===== src/rtl/alu_muldiv.sv =====
// Iterative multiply/divide unit: radix-2 shift-add multiply and restoring divide,
// with one request in flight, valid/ready handshakes, kill and result flags.
module alu_muldiv #(
    parameter int XLEN = 32
) (
    input  logic            clk,
    input  logic            rst_n,
    input  logic            in_valid,
    output logic            in_ready,
    input  logic [2:0]      op,
    input  logic [XLEN-1:0] operand_a,
    input  logic [XLEN-1:0] operand_b,
    input  logic            kill,
    output logic            out_valid,
    input  logic            out_ready,
    output logic [XLEN-1:0] result,
    output logic            Z,
    output logic            N,
    output logic            V,
    output logic            DZ
);

    localparam int CNT_W = $clog2(XLEN);

    localparam logic [1:0] S_IDLE = 2'd0;
    localparam logic [1:0] S_BUSY = 2'd1;
    localparam logic [1:0] S_DONE = 2'd2;

    localparam logic [2:0] OP_MUL    = 3'b000;
    localparam logic [2:0] OP_MULH   = 3'b001;
    localparam logic [2:0] OP_MULHSU = 3'b010;
    localparam logic [2:0] OP_DIV    = 3'b100;
    localparam logic [2:0] OP_REM    = 3'b110;

    localparam logic [XLEN-1:0] MOST_NEG = {1'b1, {(XLEN-1){1'b0}}};

    logic [1:0]      state_q, state_d;
    logic [CNT_W-1:0] cnt_q,  cnt_d;
    logic            last_q,  last_d;
    logic [2:0]      op_q,    op_d;
    logic            neg_q,   neg_d;
    logic [XLEN-1:0] hi_q,    hi_d;
    logic [XLEN-1:0] lo_q,    lo_d;
    logic [XLEN-1:0] mcand_q, mcand_d;
    logic [XLEN-1:0] res_q,   res_d;
    logic            v_q,     v_d;
    logic            dz_q,    dz_d;

    // Request decode: signedness, magnitudes and the two division special cases.
    logic            a_signed, b_signed, sign_a, sign_b;
    logic [XLEN-1:0] abs_a, abs_b;
    logic            div_zero, div_ovf, accept;

    assign a_signed = (op == OP_MULH) || (op == OP_MULHSU) || (op == OP_DIV) || (op == OP_REM);
    assign b_signed = (op == OP_MULH) || (op == OP_DIV) || (op == OP_REM);
    assign sign_a   = a_signed & operand_a[XLEN-1];
    assign sign_b   = b_signed & operand_b[XLEN-1];
    assign abs_a    = sign_a ? -operand_a : operand_a;
    assign abs_b    = sign_b ? -operand_b : operand_b;
    assign div_zero = op[2] && (operand_b == '0);
    assign div_ovf  = op[2] && !op[0] && (operand_a == MOST_NEG) && (operand_b == '1);
    assign accept   = in_valid && in_ready && !kill;

    // One multiply step: conditionally add the multiplicand, then shift {hi,lo} right.
    logic [XLEN:0]   mul_sum, mul_add;
    logic [XLEN-1:0] mul_hi_nx, mul_lo_nx;

    assign mul_sum   = {1'b0, hi_q} + {1'b0, mcand_q};
    assign mul_add   = lo_q[0] ? mul_sum : {1'b0, hi_q};
    assign mul_hi_nx = mul_add[XLEN:1];
    assign mul_lo_nx = {mul_add[0], lo_q[XLEN-1:1]};

    // One restoring-divide step; the partial remainder is always below the divisor,
    // so the top bit of the trial difference is a reliable borrow.
    logic [XLEN:0]   div_shift, div_trial;
    logic            div_fits;
    logic [XLEN-1:0] div_hi_nx, div_lo_nx;

    assign div_shift = {hi_q, lo_q[XLEN-1]};
    assign div_trial = div_shift - {1'b0, mcand_q};
    assign div_fits  = !div_trial[XLEN];
    assign div_hi_nx = div_fits ? div_trial[XLEN-1:0] : div_shift[XLEN-1:0];
    assign div_lo_nx = {lo_q[XLEN-2:0], div_fits};

    // Sign correction and result selection after the last iteration.
    logic [2*XLEN-1:0] prod, prod_s;
    logic [XLEN-1:0]   mul_res, div_raw, div_res, fin_res;

    assign prod    = {hi_q, lo_q};
    assign prod_s  = neg_q ? -prod : prod;
    assign mul_res = (op_q == OP_MUL) ? prod_s[XLEN-1:0] : prod_s[2*XLEN-1:XLEN];
    assign div_raw = op_q[1] ? hi_q : lo_q;
    assign div_res = neg_q ? -div_raw : div_raw;
    assign fin_res = op_q[2] ? div_res : mul_res;

    always_comb begin
        // NOTE: every next-state signal gets a default here so no path leaves one unassigned (no latches).
        state_d = state_q;
        cnt_d   = cnt_q;
        last_d  = last_q;
        op_d    = op_q;
        neg_d   = neg_q;
        hi_d    = hi_q;
        lo_d    = lo_q;
        mcand_d = mcand_q;
        res_d   = res_q;
        v_d     = v_q;
        dz_d    = dz_q;

        case (state_q)
            S_IDLE: begin
                if (accept) begin
                    op_d = op;
                    v_d  = 1'b0;
                    dz_d = 1'b0;
                    if (div_zero) begin
                        res_d   = op[1] ? operand_a : '1;
                        dz_d    = 1'b1;
                        state_d = S_DONE;
                    end else if (div_ovf) begin
                        res_d   = op[1] ? '0 : operand_a;
                        v_d     = 1'b1;
                        state_d = S_DONE;
                    end else begin
                        cnt_d   = '0;
                        last_d  = 1'b0;
                        neg_d   = (op[2] && op[1]) ? sign_a : (sign_a ^ sign_b);
                        hi_d    = '0;
                        lo_d    = op[2] ? abs_a : abs_b;
                        mcand_d = op[2] ? abs_b : abs_a;
                        state_d = S_BUSY;
                    end
                end
            end
            S_BUSY: begin
                if (kill) begin
                    cnt_d   = '0;
                    last_d  = 1'b0;
                    state_d = S_IDLE;
                end else if (last_q) begin
                    res_d   = fin_res;
                    last_d  = 1'b0;
                    state_d = S_DONE;
                end else begin
                    hi_d = op_q[2] ? div_hi_nx : mul_hi_nx;
                    lo_d = op_q[2] ? div_lo_nx : mul_lo_nx;
                    if (cnt_q == CNT_W'(XLEN - 1)) begin
                        cnt_d  = '0;
                        last_d = 1'b1;
                    end else begin
                        cnt_d = cnt_q + CNT_W'(1);
                    end
                end
            end
            S_DONE: begin
                if (kill || out_ready) begin
                    state_d = S_IDLE;
                end
            end
            default: begin
                state_d = S_IDLE;
            end
        endcase
    end

    // NOTE: state registers use non-blocking assignments so every flop samples pre-edge values.
    always_ff @(posedge clk or negedge rst_n) begin
        if (!rst_n) begin
            state_q <= S_IDLE;
            cnt_q   <= '0;
            last_q  <= 1'b0;
            op_q    <= '0;
            neg_q   <= 1'b0;
            hi_q    <= '0;
            lo_q    <= '0;
            mcand_q <= '0;
            res_q   <= '0;
            v_q     <= 1'b0;
            dz_q    <= 1'b0;
        end else begin
            state_q <= state_d;
            cnt_q   <= cnt_d;
            last_q  <= last_d;
            op_q    <= op_d;
            neg_q   <= neg_d;
            hi_q    <= hi_d;
            lo_q    <= lo_d;
            mcand_q <= mcand_d;
            res_q   <= res_d;
            v_q     <= v_d;
            dz_q    <= dz_d;
        end
    end

    // Outputs are gated by out_valid so reset or idle forces them to zero at once.
    assign in_ready  = (state_q == S_IDLE);
    assign out_valid = (state_q == S_DONE);
    assign result    = out_valid ? res_q : '0;
    assign Z         = out_valid && (res_q == '0);
    assign N         = out_valid && res_q[XLEN-1];
    assign V         = out_valid && v_q;
    assign DZ        = out_valid && dz_q;

endmodule


===== config.mk =====
export PLATFORM = sky130hd
export DESIGN_NAME = alu_muldiv
export DESIGN_NICKNAME = d
export VERILOG_FILES = /design/src/rtl/alu_muldiv.sv
export SDC_FILE = /design/constraint.sdc
export NUM_CORES = 1
export LEC_CHECK = 0
export BUFFER_PORTS_ARGS = -buffer_cell sky130_fd_sc_hd__buf_4
export CAP_MARGIN = 30
export CORE_ASPECT_RATIO = 1.5
export CORE_MARGIN = 3
export CORE_UTILIZATION = 35
export DETAILED_ROUTE_END_ITERATION = 10
export GPL_TIMING_DRIVEN = 0
export HOLD_SLACK_MARGIN = 0.05
export PLACE_DENSITY = 0.5
export SLEW_MARGIN = 15
export SYNTH_ARGS = -nofsm -noshare
export SYNTH_HDL_FRONTEND = slang
export SYNTH_SLANG_ARGS = --single-unit

===== constraint.sdc =====
create_clock -name clk -period 8.05 [get_ports clk]
set_clock_uncertainty 0.2 [all_clocks]
set_input_delay 1.2075 -clock clk [delete_from_list [all_inputs] [get_ports clk]]
set_output_delay 1.2075 -clock clk [all_outputs]
set_load 0.02 [all_outputs]

Word level (Yosys, flattened, before mapping)
Index checks and enable logic that the tools add are counted.
Widths: inputs -> output; s select.
Storage, ports and cells
  flip-flop bits (word level): 142
  logic and storage cells: 133
  output and inout bits: 38
  input bits: 72
Cells by class
  muxes and demuxes: 59
  eq/ne operators: 19
  reduce and logical (&&, ||, !) cells: 32
  bitwise operators: 5
  $add $sub $neg: 7
Operators with widths (count)
  $mux 32: 29
  $pmux 32 s2: 3
  $neg 32->32: 3
  $eq 32x32->1 const B: 2
  $logic_not 32->1: 2
  $mux 64: 1
  $neg 64->64: 1
  $add 32x32->33: 1
  $mux 33: 1
  $sub 33x32->33: 1
  $mux 5: 6
  $mux 2: 6
  $logic_and 1x1->1: 11
  $mux 1: 10
  $ne 2x2->1 const B: 5
  $pmux 5 s2: 1
  $reduce_and 5->1: 2
  $reduce_and 4->1: 2
  $eq 3x3->1 const B: 2
  $logic_or 1x1->1: 6
  $ne 3x3->1 const B: 2
  $pmux 2 s3: 1
  $reduce_and 6->1: 1
  $add 5x1->5 const B: 1
  other kinds (17): 22

Longest topological paths before layout
Gate-level depths: netlist of run 1.
  depth after elaboration: 11
  depth in mapped cells: 15
  depth with buffers taken out: 12

Worst setup path before layout of run 1
No wires, ideal clock.
  path kind: reg-to-reg
  start: register op_q[1]
  end: register res_q[24]
  period minus slack after synthesis: 3977 ps
  path slack: 4073 ps
  stages on the path, launching flop included: 16
  arrival: 3701 ps
  data required time: 7774 ps
  cell sequence: dfrtp_1 > buf_2 > clkbuf_1 > buf_2 > buf_2 > buf_1 > mux2i_1 > ha_1 > o21ai_0 > nor4_2 > nand3_1 > o31ai_1 > xor2_1 > nor2_1 > a221o_1 > o21ai_1
On the way
  word-level cells in the longest chain between the ends: 7
  elaborated cells between the ends (all ways): 9
  those cells by class: add/sub (1); mux (7); reduce/logical (1)
Ends and longest elaborated chain
  from (decl): RTL line 40  | logic [2:0] op_q, op_d;
  from (signal assigned): RTL line 184  | op_q <= op_d;
  $mux 32: RTL line 92  | assign div_raw = op_q[1] ? hi_q : lo_q;
  $neg 32->32: RTL line 93  | assign div_res = neg_q ? -div_raw : div_raw;
  $mux 32: RTL line 93
  $mux 32 *: RTL line 94  | assign fin_res = op_q[2] ? div_res : mul_res;
  $mux 32 *: RTL line 140  | end else if (last_q) begin
  $mux 32 *: RTL line 136  | if (kill) begin
  $pmux 32 s2 *: RTL line 110  | case (state_q)
  to (signal assigned): RTL line 189  | res_q <= res_d;
  to (decl): RTL line 45  | logic [XLEN-1:0] res_q, res_d;
Mark *: on every way between the ends. The rest lies on a longest branch, timed or not. The select of a mux whose other input is x is not followed.
A chain may end at the register's enable or synchronous reset.

Final worst setup path of run 1
  start: register op_q[1]
  end: register res_q[26]
Same word-level chain as after synthesis.

==> flow_metrics.py, run 1 <==
metrics = {
    "logic_synthesis": {
        "yosys.cell_types.count": 96,
        "synth-seq-cells": 142,
        "syn_inst": 2149,
        "synth_nets": 2294,
        "synth_area_leader_cell": "dfrtp_1",
        "synth_edf_count": 0,
        "syn_area_um2": 16490,
        "synthTopCellsByArea": "dfrtp_1 (22%), mux2i_1 (7.6%), a21oi_1 (6.0%)",
        "async_flop_share_pct": 100.0,
        "synth-main-ff-cell": "dfrtp_1",
        "yosysTopAreaCellShare_pct": 21.54,
        "ys_seq_area_share_pct": 21.54,
        "avgSynthCellArea_um2": 7.675,
        "yosysWarnings": 0,
    },
    "sta": {
        "hold_viol_final": 0,
        "slew_violations": 0,
        "period_needed_ns": 6.421,
        "tightest_slew_ns": 1.076,
        "setup_slack_ns": 1.629,
        "hold-worst-slack_ns": 0.2911,
        "setup_tns_ns": 0,
        "rsz0062_at_grt": "false",
        "finalSetupViolations": 0,
        "period_share_pct": 79.76,
        "slew_headroom_pct": 27.70,
        "max_freq_mhz": 155.7,
    },
    "drt": {
        "drt_iter0_drc": 1543,
        "drc": 0,
        "vias_per_cell": 6.063,
        "wl_per_cell_um": 28.35,
        "drtAntennaViolNets": 0,
        "vias": 17460,
        "first_pass_iters": 6,
        "totalWireLength_um": 81650,
    },
    "layout": {
        "n_antenna_cell": 0,
        "layout-drive-gt1-share_pct": 11.56,
        "fin_util_pct": 40.66,
        "nets": 2424,
        "area_growth_syn_to_layout_pct": 13.72,
    },
    "pwr": {
        "peakVddDrop_mv": 0.1515,
        "p_leak_nw": 7.980,
        "power_density_nw_per_um2": 371.7,
    },
    "critical_path": {
        "worstSetupPathType": "reg -> reg",
        "cp_slowest_cell": "buf_1",
        "critical_path_buf_inv_count": 5,
        "r2r_slack_ns": 1.63,
        "worstPathCellList": "buf_2, clkbuf_1, buf_2, buf_2, buf_1, mux2i_1, ha_1, o21ai_0, nor4_2, nand3_1, o41ai_1, xor2_1, o21ai_0, o21ai_0",
        "end_kind": "flip-flop",
        "critPathTopFamily": "buffers and inverters",
        "crit_fanout": 10,
        "slowest_delay_ns": 0.81,
        "cp.arrival_ns": 6.54,
        "crit_path_start_kind": "flip-flop",
        "worstPathRequired_ns": 8.17,
    },
    "placed_design": {
        "io_buffers": 107,
        "dp_hpwl_um": 66300,
        "place.gp.congestion": 0.9350,
        "dpl_worst_slack_ns": 1.924,
    },
    "clock_tree": {
        "numClockSinks": 142,
        "clk-insertion-delay-late_ns": 0.47,
        "cts_buffers": 17,
        "hold_buffers": 0,
        "cts_tree": "yes",
        "clk_path_buf_depth": 2,
        "htree_levels": 4,
        "ctsResizeCount": 0,
        "post-cts-setup-buffers": 0,
        "cts.clk_slew.worst_paths_ns": 0.07,
        "clockRootBuffer": "clkbuf_16",
    },
    "floorplan": {
        "die-area_um2": 49820,
        "initial_utilization_pct": 35.76,
        "die_h_um": 271.9,
        "row_count": 96,
        "design.core.area_um2": 46120,
        "ios": 110,
        "die_x_um": 183.2,
    },
    "global_routing": {
        "grt_antenna_before_repair": 1,
        "grt_pass1_wl_um": 117300,
        "grt-ovfl-total": 0,
        "grt_pass1_vias": 17460,
        "grt_use_total_pct": 32.07,
        "grt_start_max_net_pins": 81,
    },
    "run": {
        "drv_cap": 0,
    },
    "worst_hold_path": {
        "min-delay-path-class": "reg -> reg",
    },
    "status": {
        "outcome": "finished, final reports clean",
    },
}
-- power breakdown --
group          switching [W]  total [W]  internal (W)
combinational        0.00316    0.00492       0.00176
sequential          0.000218    0.00112      0.000899
clock               0.000380   0.000932      0.000552
total                0.00376    0.00697       0.00321
-- worst paths after layout --
| kind | from | end | cells after the start |
|---|---|---|---|
| worst max-delay path | op_q[1]$_DFFE_PN0P_ | res_q[26]$_DFFE_PN0P_ | 14 |
| worst min-delay path | cnt_q[4]$_DFFE_PN0P_ | cnt_q[4]$_DFFE_PN0P_ | 2 |
| worst max register to register | op_q[1]$_DFFE_PN0P_ | res_q[26]$_DFFE_PN0P_ | 14 |
| worst min register to register | cnt_q[4]$_DFFE_PN0P_ | cnt_q[4]$_DFFE_PN0P_ | 2 |
| max in group asynchronous | rst_n | hi_q[24]$_DFFE_PN0P_ | 2 |
| min in group asynchronous | rst_n | res_q[5]$_DFFE_PN0P_ | 1 |
-- flip-flops by register name, summed over array words and instances (netlist names) --
register / cells
hi_q: 32
lo_q: 32
last_q: 1
op_q: 3
res_q: 32
mcand_q: 32
v_q: 1
state_q: 2
cnt_q: 5
dz_q: 1
neg_q: 1
-- metal layers --
| metal | share of wire, % | track usage, % |
|---|---|---|
| met5 | 0 | 0 |
| met3 | 4.2 | 3.006 |
| met1 | 38 | 35.88 |
| met2 | 51 | 57.39 |
| met4 | 7.3 | 21.24 |
-- kinds of logic (layout without fill, tap and decap cells) --
group / count (synthesis) / after routing / synth area share, %
compound gates: 679 / 679 / 26.26
xor+xnor: 197 / 197 / 10.46
fa+ha+maj: 75 / 75 / 5.750
buf+inv: 243 / 386 / 6.243
flops: 142 / 142 / 21.54
mux: 153 / 153 / 9.498
simple gates: 660 / 660 / 20.24
-- cell usage in the layout (no fill, tap or decap), types with 32 or more instances in the layout --
cell	netlist	final
clkbuf_1	123	125
a21oi_1	197	197
a211oi_1	39	39
nand2_1	201	201
dfrtp_1	142	142
mux2i_1	125	125
nor3_1	47	45
a21o_1	37	37
ha_1	71	71
nor2_1	158	158
o31ai_1	46	46
o21ai_0	173	173
buf_4	3	110
buf_2	32	34
xor2_1	105	105
nand3_1	32	32
and2_1	38	38
inv_1	63	63
xnor2_1	92	92
-- layout make-up --
class	count	area [µm²]
Buffer	178	783.3
Clock buffer	19	432.9
Clock inverter	13	215.2
Fill cell	4892	27370
Inverter	65	246.5
Multi-Input combinational cell	1764	11930
Sequential cell	142	3553
Tap cell	588	735.7
Timing Repair Buffer	111	855.8
-- stage by stage --
step	cells	power (W)	area, µm²
after detailed placement	2848	0.005919	18110
after global routing	2880	0.007415	18760
after global placement	2844	0.005920	18030
after CTS	2880	0.006887	18760
after floorplan	2149	0.004422	16490
final	2880	0.006971	18760
-- Yosys cell counts (13+ instances only) --
library cell    n
a211oi_1       39
a21o_1         37
a21oi_1       197
a31oi_1        19
and2_1         38
and3_1         19
buf_2          32
clkbuf_1      123
dfrtp_1       142
ha_1           71
inv_1          63
mux2_2         25
mux2i_1       125
nand2_1       201
nand2b_1       18
nand3_1        32
nand4_1        20
nor2_1        158
nor3_1         47
nor4_1         27
o211ai_1       13
o21a_1         16
o21ai_0       173
o221ai_1       20
o31ai_1        46
o41ai_1        19
or3_1          20
or4_1          20
xnor2_1        92
xor2_1        105
-- tightest hold or removal path: stages, from the launching register on --
cell and delay (ns):
dfrtp_1 0.35, nand2_1 0.05, o21ai_0 0.06
Power figures use the tool's default switching activity.
==> run 2: changes to the inputs <==
- PLACE_DENSITY: 0.5 -> 0.52
- clock period: 8.05 -> 5.85 ns (I/O delays scaled with it)
==> run 2 against run 1 <==
  * Maximum frequency up 14%
  * Highest routed layer unchanged
  * Non-clock buffer count is 1 higher
  * Design area is essentially flat
  * Global-route usage shrank 0.84 points
  * Core utilization about the same
  * Clock power rose by 34%
  * Via count rose by 0.72%
  * Worst setup slack worse by 1.4 ns
  * Worst hold slack got worse by 0.10 ns
  * Wire length shrank 2.5%
  * Critical endpoint unchanged
==> flow_metrics.py, run 2 (synthesized netlist as in run 1, its figures left out) <==
metrics = {
    "floorplan": {
        "die_x_um": 183.2,
        "design.core.area_um2": 46120,
        "die-area_um2": 49820,
        "ios": 110,
        "die_h_um": 271.9,
        "row_count": 96,
        "initial_utilization_pct": 35.76,
    },
    "clock_tree": {
        "post-cts-setup-buffers": 0,
        "htree_levels": 4,
        "clk_path_buf_depth": 2,
        "cts_buffers": 17,
        "clockRootBuffer": "clkbuf_16",
        "hold_buffers": 0,
        "cts_tree": "yes",
        "clk-insertion-delay-late_ns": 0.46,
        "cts.clk_slew.worst_paths_ns": 0.07,
        "numClockSinks": 142,
    },
    "critical_path": {
        "cp_slowest_cell": "nor4_2",
        "worstPathRequired_ns": 5.97,
        "critical_path_buf_inv_count": 4,
        "critPathTopFamily": "buffers and inverters",
        "worstSetupPathType": "reg -> reg",
        "crit_path_start_kind": "flip-flop",
        "slowest_delay_ns": 0.70,
        "crit_top_cell": "o21ai_0",
        "crit_fanout": 19,
        "end_kind": "flip-flop",
        "cp.arrival_ns": 5.76,
        "worstPathCellList": "buf_2, clkbuf_1, buf_2, clkbuf_4, mux2i_1, ha_1, o21ai_0, nor4_2, nand3_1, o41ai_1, xor2_1, o21ai_0, o21ai_0",
    },
    "placed_design": {
        "place.gp.congestion": 1.006,
        "io_buffers": 107,
        "dp_hpwl_um": 64680,
        "dpl.cell_count": 2850,
    },
    "layout": {
        "area_growth_syn_to_layout_pct": 13.69,
        "layout-drive-gt1-share_pct": 11.73,
        "final_cells": 2881,
        "final_common_cell": "nand2_1",
        "fin_util_pct": 40.65,
        "final_cell_mix": "nand2_1 (201), a21oi_1 (197), o21ai_0 (173), nor2_1 (158), dfrtp_1 (142)",
        "nets": 2425,
        "n_antenna_cell": 0,
    },
    "run": {
        "drv_cap": 0,
    },
    "sta": {
        "setup_tns_ns": 0,
        "hold_viol_final": 0,
        "finalSetupViolations": 0,
        "tightest_slew_ns": 0.9890,
        "slew_violations": 0,
        "period_needed_ns": 5.633,
        "period_share_pct": 96.29,
        "hold-worst-slack_ns": 0.1866,
        "slew_headroom_pct": 34.07,
        "max_freq_mhz": 177.5,
        "rsz0062_at_grt": "false",
    },
    "pwr": {
        "switchingPower_w": 0.005150,
        "total_power_w": 0.009534,
        "seqPwrFrac_pct": 16.1,
        "power_frac_comb_pct": 70.8,
        "power_density_nw_per_um2": 508.5,
        "peakVddDrop_mv": 0.2120,
        "p_leak_nw": 7.979,
        "pwr-share-clk_pct": 13.1,
        "p_int_w": 0.004384,
        "swShare_pct": 54.02,
    },
    "global_routing": {
        "grt-ovfl-total": 0,
        "grt_start_max_net_pins": 75,
        "grt_antenna_before_repair": 0,
        "grt_pass1_wl_um": 114800,
        "grt_use_total_pct": 31.23,
        "grt_pass1_vias": 17750,
    },
    "drt": {
        "vias_per_cell": 6.104,
        "wl_per_cell_um": 27.63,
        "first_pass_iters": 10,
        "drc": 0,
        "drt_iter0_drc": 1394,
        "totalWireLength_um": 79610,
        "vias": 17590,
        "drtAntennaViolNets": 0,
    },
    "worst_hold_path": {
        "min-delay-path-class": "in -> async",
    },
    "status": {
        "outcome": "finished, final reports clean",
    },
}
## run 2: cell types whose count changed in the layout (fill, tap and decap cells not counted)
| cell | before | now |
|---|---|---|
| clkinvlp_4 | 1 | 3 |
| clkbuf_1 | 125 | 123 |
| clkinv_4 | 6 | 3 |
| buf_2 | 34 | 35 |
| clkbuf_4 | 0 | 1 |
| bufinv_16 | 5 | 4 |
| buf_1 | 9 | 8 |
| inv_6 | 0 | 4 |
## run 2: per-layer routing
| layer | up-vias | global-route usage (%) | wire [µm] |
|---|---|---|---|
| met4 | 0 | 22.37 | 6769 |
| li1 | 8126 | - | - |
| met5 | - | 0 | 0 |
| met1 | 8465 | 33.33 | 29110 |
| met2 | 740 | 56.34 | 40090 |
| met3 | 255 | 3.768 | 3639 |
## run 2: path summary, 6_finish.rpt
| check | cells past startpoint | slack [ns] | start | endpoint |
|---|---|---|---|---|
| worst min register to register | 2 | 0.30 | cnt_q[4]$_DFFE_PN0P_ | cnt_q[4]$_DFFE_PN0P_ |
| worst max register to register | 13 | 0.22 | op_q[1]$_DFFE_PN0P_ | res_q[26]$_DFFE_PN0P_ |
| worst max-delay path | 13 | 0.22 | op_q[1]$_DFFE_PN0P_ | res_q[26]$_DFFE_PN0P_ |
| max in group asynchronous | 2 | 4.40 | rst_n | mcand_q[30]$_DFFE_PN0P_ |
| min in group clk | 2 | 0.30 | cnt_q[4]$_DFFE_PN0P_ | cnt_q[4]$_DFFE_PN0P_ |
| worst min-delay path | 1 | 0.19 | rst_n | res_q[7]$_DFFE_PN0P_ |
## run 2: stage by stage
stage               area (µm²)  setup slack [ns]
floorplan                16490             1.873
global placement         18030           -0.2765
detailed placement       18120           -0.1900
CTS                      18750            0.3312
global route             18750            0.1016
finish                   18750            0.2170
## run 2: final cells by class
class                   count  area, µm²
plain buffers             177      782.0
multi-input cells        1764      11930
clock buffers              17      425.4
well taps                 588      735.7
flip-flops and latches    142       3553
fillers                  4886      27370
inverters                  65      246.5
repair buffers            113      865.8
clock inverters            15      209.0
## run 2: power groups by stage
stage / combinational [W] / clock, W / sequential (W)
2_1_floorplan: 0.00466 / 0 / 0.00143
3_3_place_gp: 0.00654 / 0 / 0.00155
3_5_place_dp: 0.00655 / 0 / 0.00155
4_1_cts: 0.00661 / 0.00126 / 0.00153
5_1_grt: 0.00728 / 0.00130 / 0.00157
6_report: 0.00675 / 0.00125 / 0.00154
## run 2: repair_timing
| action | in CTS | in global routing |
|---|---|---|
| setup endpoints to repair | 4 | 3 |
| pin swaps | 0 | 0 |
| hold endpoints to repair | 0 | 0 |
| resized for setup | 0 | 1 |
